### src/rtl/perfect_range_scanner_pkg.sv
// Shared types and widths for the perfect-number range scanner and its result FIFO.
package perfect_pkg;

  localparam int W  = 16;
  localparam int CW = 8;

  typedef enum logic [2:0] {
    IDLE,
    ISSUE,
    WAIT,
    RELEASE,
    FIN
  } state_e;

  function automatic logic [CW-1:0] sat_inc(input logic [CW-1:0] v);
    return (v == {CW{1'b1}}) ? v : v + CW'(1);
  endfunction

endpackage

### src/rtl/perfect_range_scanner_if.sv
// Go/done handshake bus between the scanner (master) and the perfect-number checker (slave).
interface perfect_range_scanner_if;
  import perfect_pkg::*;

  logic [W-1:0] chk_x;
  logic         chk_go;
  logic         chk_done;
  logic         chk_perfect;

  modport master (output chk_x, output chk_go, input chk_done, input chk_perfect);
  modport slave  (input chk_x, input chk_go, output chk_done, output chk_perfect);

endinterface

### src/rtl/perfect_range_scanner_scan_result_fifo.sv
// Synchronous result FIFO; a push into a full FIFO without a same-cycle pop is dropped and flagged.
module scan_result_fifo
  import perfect_pkg::*;
#(
  parameter int DEPTH = 4
) (
  input  logic         clk,
  input  logic         clr,
  input  logic         push,
  input  logic [W-1:0] push_data,
  input  logic         pop,
  output logic         full,
  output logic         empty,
  output logic [W-1:0] head,
  output logic         drop
);

  localparam int AW = $clog2(DEPTH);

  logic [W-1:0] mem_q [DEPTH];
  logic [W-1:0] mem_d [DEPTH];
  logic [AW:0]  wr_q, wr_d;
  logic [AW:0]  rd_q, rd_d;
  logic         do_pop;
  logic         do_push;

  always_comb begin
    empty   = (wr_q == rd_q);
    full    = (wr_q[AW] != rd_q[AW]) && (wr_q[AW-1:0] == rd_q[AW-1:0]);
    head    = mem_q[rd_q[AW-1:0]];
    do_pop  = pop && !empty;
    // When full, a same-cycle pop frees the slot the push lands in.
    do_push = push && (!full || do_pop);
    drop    = push && full && !do_pop;
    mem_d   = mem_q;
    wr_d    = wr_q;
    rd_d    = rd_q;
    if (do_push) begin
      mem_d[wr_q[AW-1:0]] = push_data;
      wr_d = wr_q + (AW+1)'(1);
    end
    if (do_pop) begin
      rd_d = rd_q + (AW+1)'(1);
    end
  end

  always_ff @(posedge clk or posedge clr) begin
    if (clr) begin
      for (int i = 0; i < DEPTH; i++) mem_q[i] <= '0;
      wr_q <= '0;
      rd_q <= '0;
    end else begin
      mem_q <= mem_d;
      wr_q  <= wr_d;
      rd_q  <= rd_d;
    end
  end

endmodule

### src/rtl/perfect_range_scanner.sv
// Sweeps candidates lo..hi through the perfect-number checker, counting hits and queueing them.
module perfect_range_scanner
  import perfect_pkg::*;
#(
  parameter int DEPTH   = 4,
  parameter int TIMEOUT = 4096
) (
  input  logic                    clk,
  input  logic                    clr,
  input  logic                    start,
  input  logic [W-1:0]            lo,
  input  logic [W-1:0]            hi,
  output logic                    busy,
  output logic                    done,
  output logic                    range_err,
  output logic                    timeout,
  output logic                    overflow,
  output logic [CW-1:0]           count,
  perfect_range_scanner_if.master chk,
  output logic                    res_valid,
  output logic [W-1:0]            res_data,
  input  logic                    res_ready
);

  localparam int TW = $clog2(TIMEOUT);

  state_e        state_q, state_d;
  logic [W-1:0]  cur_q, cur_d;
  logic [W-1:0]  hi_q, hi_d;
  logic [TW-1:0] wcnt_q, wcnt_d;
  logic          busy_q, busy_d;
  logic          done_q, done_d;
  logic          range_err_q, range_err_d;
  logic          timeout_q, timeout_d;
  logic          overflow_q, overflow_d;
  logic [CW-1:0] count_q, count_d;
  logic [W-1:0]  chk_x_q, chk_x_d;
  logic          chk_go_q, chk_go_d;
  logic          push;
  logic          fifo_full;
  logic          fifo_empty;
  logic          fifo_drop;

  always_comb begin
    state_d     = state_q;
    cur_d       = cur_q;
    hi_d        = hi_q;
    wcnt_d      = wcnt_q;
    busy_d      = busy_q;
    done_d      = 1'b0;
    range_err_d = range_err_q;
    timeout_d   = timeout_q;
    overflow_d  = overflow_q;
    count_d     = count_q;
    chk_x_d     = chk_x_q;
    chk_go_d    = chk_go_q;
    push        = 1'b0;

    case (state_q)
      IDLE: begin
        if (start) begin
          busy_d      = 1'b1;
          range_err_d = 1'b0;
          timeout_d   = 1'b0;
          overflow_d  = 1'b0;
          count_d     = '0;
          hi_d        = hi;
          cur_d       = lo;
          if (lo == '0 || lo > hi) begin
            range_err_d = 1'b1;
            state_d     = FIN;
          end else begin
            state_d = ISSUE;
          end
        end
      end
      ISSUE: begin
        chk_x_d  = cur_q;
        chk_go_d = 1'b1;
        wcnt_d   = '0;
        state_d  = WAIT;
      end
      WAIT: begin
        if (chk.chk_done) begin
          chk_go_d = 1'b0;
          if (chk.chk_perfect) begin
            count_d = sat_inc(count_q);
            push    = 1'b1;
          end
          state_d = RELEASE;
        end else if (wcnt_q == TW'(TIMEOUT - 1)) begin
          timeout_d = 1'b1;
          chk_go_d  = 1'b0;
          state_d   = FIN;
        end else begin
          wcnt_d = wcnt_q + TW'(1);
        end
      end
      RELEASE: begin
        // Compare before increment so hi = all-ones terminates without wrapping.
        if (!chk.chk_done) begin
          if (cur_q == hi_q) begin
            state_d = FIN;
          end else begin
            cur_d   = cur_q + W'(1);
            state_d = ISSUE;
          end
        end
      end
      FIN: begin
        done_d  = 1'b1;
        busy_d  = 1'b0;
        state_d = IDLE;
      end
      default: state_d = IDLE;
    endcase

    if (fifo_drop) overflow_d = 1'b1;
  end

  always_ff @(posedge clk or posedge clr) begin
    if (clr) begin
      state_q     <= IDLE;
      cur_q       <= '0;
      hi_q        <= '0;
      wcnt_q      <= '0;
      busy_q      <= 1'b0;
      done_q      <= 1'b0;
      range_err_q <= 1'b0;
      timeout_q   <= 1'b0;
      overflow_q  <= 1'b0;
      count_q     <= '0;
      chk_x_q     <= '0;
      chk_go_q    <= 1'b0;
    end else begin
      state_q     <= state_d;
      cur_q       <= cur_d;
      hi_q        <= hi_d;
      wcnt_q      <= wcnt_d;
      busy_q      <= busy_d;
      done_q      <= done_d;
      range_err_q <= range_err_d;
      timeout_q   <= timeout_d;
      overflow_q  <= overflow_d;
      count_q     <= count_d;
      chk_x_q     <= chk_x_d;
      chk_go_q    <= chk_go_d;
    end
  end

  scan_result_fifo #(
    .DEPTH (DEPTH)
  ) u_fifo (
    .clk       (clk),
    .clr       (clr),
    .push      (push),
    .push_data (cur_q),
    .pop       (res_ready),
    .full      (fifo_full),
    .empty     (fifo_empty),
    .head      (res_data),
    .drop      (fifo_drop)
  );

  assign busy       = busy_q;
  assign done       = done_q;
  assign range_err  = range_err_q;
  assign timeout    = timeout_q;
  assign overflow   = overflow_q;
  assign count      = count_q;
  assign chk.chk_x  = chk_x_q;
  assign chk.chk_go = chk_go_q;
  assign res_valid  = !fifo_empty;

endmodule

### src/flat_wrapper.sv
// flat-port wrapper written by rule: the top's interface ports become plain ports
module perfect_range_scanner_flat import perfect_pkg::*;
#(
  parameter int DEPTH   = 4,
  parameter int TIMEOUT = 4096
)
  (clk, clr, start, lo, hi, busy, done, range_err, timeout, overflow, count, res_valid, res_data, res_ready, chk_chk_x, chk_chk_go, chk_chk_done, chk_chk_perfect);
  perfect_range_scanner_if chk_i ();
  input  logic clk;
  input  logic clr;
  input  logic start;
  input  logic [W-1:0] lo;
  input  logic [W-1:0] hi;
  output logic busy;
  output logic done;
  output logic range_err;
  output logic timeout;
  output logic overflow;
  output logic [CW-1:0] count;
  output logic res_valid;
  output logic [W-1:0] res_data;
  input  logic res_ready;
  output wire logic [$bits(chk_i.chk_x)-1:0] chk_chk_x;
  output wire logic [$bits(chk_i.chk_go)-1:0] chk_chk_go;
  input wire logic [$bits(chk_i.chk_done)-1:0] chk_chk_done;
  input wire logic [$bits(chk_i.chk_perfect)-1:0] chk_chk_perfect;
  assign chk_chk_x = chk_i.chk_x;
  assign chk_chk_go = chk_i.chk_go;
  assign chk_i.chk_done = chk_chk_done;
  assign chk_i.chk_perfect = chk_chk_perfect;
  perfect_range_scanner #(.DEPTH(DEPTH), .TIMEOUT(TIMEOUT)) u_core (.clk(clk), .clr(clr), .start(start), .lo(lo), .hi(hi), .busy(busy), .done(done), .range_err(range_err), .timeout(timeout), .overflow(overflow), .count(count), .chk(chk_i), .res_valid(res_valid), .res_data(res_data), .res_ready(res_ready));
endmodule
### config.mk
export PLATFORM = sky130hd
export DESIGN_NAME = perfect_range_scanner_flat
export DESIGN_NICKNAME = d
export VERILOG_FILES = /design/src/rtl/perfect_range_scanner_pkg.sv /design/src/rtl/perfect_range_scanner_if.sv /design/src/rtl/perfect_range_scanner_scan_result_fifo.sv /design/src/rtl/perfect_range_scanner.sv /design/src/flat_wrapper.sv
export SDC_FILE = /design/constraint.sdc
export NUM_CORES = 1
export LEC_CHECK = 0
export ABC_AREA = 0
export CAP_MARGIN = 25
export CORE_MARGIN = 2
export CORE_UTILIZATION = 30
export DETAILED_ROUTE_END_ITERATION = 12
export SLEW_MARGIN = 5
export SYNTH_ARGS = -nofsm -noshare
export SYNTH_HDL_FRONTEND = slang
export SYNTH_SLANG_ARGS = --single-unit
### constraint.sdc
create_clock -name clk -period 5.8 [get_ports clk]
set_input_delay 1.16 -clock clk [delete_from_list [all_inputs] [get_ports clk]]
set_output_delay 1.16 -clock clk [all_outputs]
set_load 0.05 [all_outputs]
==> qor.csv <==
metric,value,unit
grtUsageTotal,14.4,%
yosys_warnings,0,
powerDensity,554,mW/mm²
cp.required,4.64,ns
io_pins,85,
tightest_slew,0.969,ns
cts_resized,0,
p_leak,4.00,nW
vias,5472,
finalSetupTns,0,ns
hold_viol,0,
cts_setup_buffers,0,
multi_input_area,0.00358,mm²
path_max_fanout,19,
yosys-top-cells-area,"dfrtp_1 (49%), mux2_2 (9.7%), nand2_1 (5.2%), mux4_2 (4.8%), xnor2_1 (4.0%)",
maxCapViolations,0,
final_cell_mix,"dfrtp_1 (147), nand2_1 (105), clkdlybuf4s50_1 (84), mux2_2 (65), nor2_1 (38)",
crit_arrival,2.69,ns
worst_setup_path_end_kind,output pin,
fillCellCount,2471,
postPlaceCellArea,0.00864,mm²
clock_latency,0.42,ns
synth_top_cell_by_area,dfrtp_1,
diodes,0,
async_reset_ff_share,100,%
h-tree-depth,4,
grt_pass1_vias,5443,
path_cells,mux4_2 > clkdlybuf4s50_1,
clock_skew,0.00630,ns
criticalPathCategory,flip-flop to output pin,
initial_core_util,30.3,%
yosysTopAreaCellShare,48.6,%
fin_area,0.00926,mm²
dpl.hpwl,12700,µm
rsz0062_at_grt,no,
outcome,completed,
min_path_type,flip-flop to flip-flop,
regArea,0.00368,mm²
num_rows,58,
drc,0,
crit-reg2reg-capture,u_core.u_fifo.mem_q[14],
holdPathStages,2,
cts_num_sinks,147,
die_width,163,µm
synth-seq-area-share,48.6,%
layout_commonest_cell,dfrtp_1,
cts-root-buf,clkbuf_16,
peakVddDrop,0.340,mV
wirelength,18100,µm
setup_viol_count_final,0,
final.period_utilization,66.4,%
wl_per_cell,16.5,µm
slew_violations,0,
drtPass1Iterations,4,
slowest_delay,0.96,ns
r2r_start,u_core.u_fifo.rd_q[0],
synth_ff_type,dfrtp_1,
netlist-cell-type-count,64,
synth_area,0.00757,mm²
gp_routability_congestion,0.848,
synth.avg_cell_area,10.9,µm²
nets,817,
synth-seq-cells,147,
startpoint_type,flip-flop,
grt_first_pass_wirelength,29800,µm
clk_pin_slew_worst_paths,0.06,ns
portBuffers,84,
tritoncts,yes,
drtIter0Drc,338,
antenna_found_initial,0,
grt_max_degree,111,
cts.hold.buffers_added,0,
syn-num-nets,754,
die_h,163,µm
synthCells,692,
area_delta_synth_final,22.3,%
layout-drive-gt1-share,17.3,%
hold_end,u_core.chk.chk_x[1],
drt-vias-per-instance,4.98,
fp.dieArea,0.0265,mm²
fmax,0.260,GHz
rrSetupSlack,3.01,ns
ctsLongestPathBuffers,2,
synth_edf_count,0,
postRouteAntennaNets,0,
core_region_area,0.0250,mm²
rr_worst_depth,5,
slew_headroom,35.4,%
cp_slowest_cell,dfrtp_1,
numCtsBuffers,17,
worstHoldStart,u_core.chk.chk_x[1],
gr-total-overflow,0,
final.min_clock_period,3.85,ns
## power breakdown
part	total, W	switching (W)	leakage [nW]	internal, W
clock	0.00105	0.000431	0.271	0.000615
sequential	0.00189	0.000459	1.89	0.00143
combinational	0.00219	0.00126	1.84	0.000929
total	0.00512	0.00215	4.00	0.00297
## synth_stat cells (all sizes together), types with 3 or more instances
cell type	instances
dfrtp	147
nand2	109
mux2	66
nor2	39
xnor2	37
o21ai	28
clkbuf	25
ha	24
inv	24
buf	21
nand4	20
nor4	18
mux4	16
a21oi	14
nand3	13
nor3	7
o211ai	6
a211oi	5
a21o	5
nor3b	5
o22ai	5
a31oi	4
o21a	4
a22o	3
a22oi	3
and2	3
mux2i	3
nor2b	3
## stage by stage
| stage | total power (W) | instances | hold WS (ns) | setup WS [ns] | util [%] |
|---|---|---|---|---|---|
| 2_1_floorplan | 0.00342 | 692 | 0.459 | 0.689 | - |
| 3_3_place_gp | 0.00406 | 1064 | 0.461 | 2.26 | 34.6 |
| 3_5_place_dp | 0.00410 | 1064 | 0.467 | 2.25 | 34.6 |
| 4_1_cts | 0.00516 | 1096 | 0.482 | 1.86 | 36.9 |
| 5_1_grt | 0.00545 | 1098 | 0.498 | 1.80 | 37.1 |
| 6_report | 0.00512 | 1098 | 0.472 | 1.95 | 37.1 |
## worst max path at each step
stage	startpoint	to	slack (ns)
after floorplan	clr	u_core.busy	0.69
after global placement	start	u_core.range_err	2.26
after detailed placement	start	u_core.hi_q[2]	2.25
after CTS	u_core.u_fifo.rd_q[0]	res_data[15]	1.86
after global routing	u_core.u_fifo.rd_q[0]	res_valid	1.80
final	u_core.u_fifo.rd_q[0]	res_data[15]	1.95
## routing by layer
layer | up-vias | global-route usage (%) | wire length [µm]
met1 | 2734 | 20.6 | 8940
met3 | 10 | 3.03 | 744
met5 | - | 0 | 0
met2 | 134 | 22.0 | 8220
li1 | 2594 | - | -
met4 | 0 | 4.38 | 230
## sequential cells by signal, summed over array words and instances (netlist names)
register	count
u_core.state_q	3
u_core.overflow	1
u_core.wcnt_q	12
u_core.u_fifo.rd_q	3
u_core.busy	1
u_core.range_err	1
u_core.cur_q	16
u_core.timeout	1
u_core.u_fifo.mem_q	64
u_core.count	8
u_core.chk.chk_go	1
u_core.done	1
u_core.u_fifo.wr_q	3
u_core.hi_q	16
u_core.chk.chk_x	16
## worst max-delay path, delay by kind of cell, from the launching register on
kind | cells | cell delay (ns)
DFF | 1 | 0.96
buffers and inverters | 1 | 0.71
muxes | 1 | 0.61
## cell type report
class,count,share of cell area (%)
clock buffers,21,4.97
clock inverters,11,1.14
inverters,24,1.03
multi-input cells,475,38.7
flip-flops and latches,147,39.7
well taps,330,4.46
repair buffers,90,10.0
## kinds of logic after synthesis
group	after synthesis	synth area share [%]
AOI/OAI and AO/OA	94	8.13
xor gates and xnor gates	39	4.71
adders and majority gates	24	3.97
buffers and inverters	70	4.20
DFF	147	48.6
muxes	85	15.0
and+or+nand+nor	233	15.4
(Power assumes the default switching activity.)
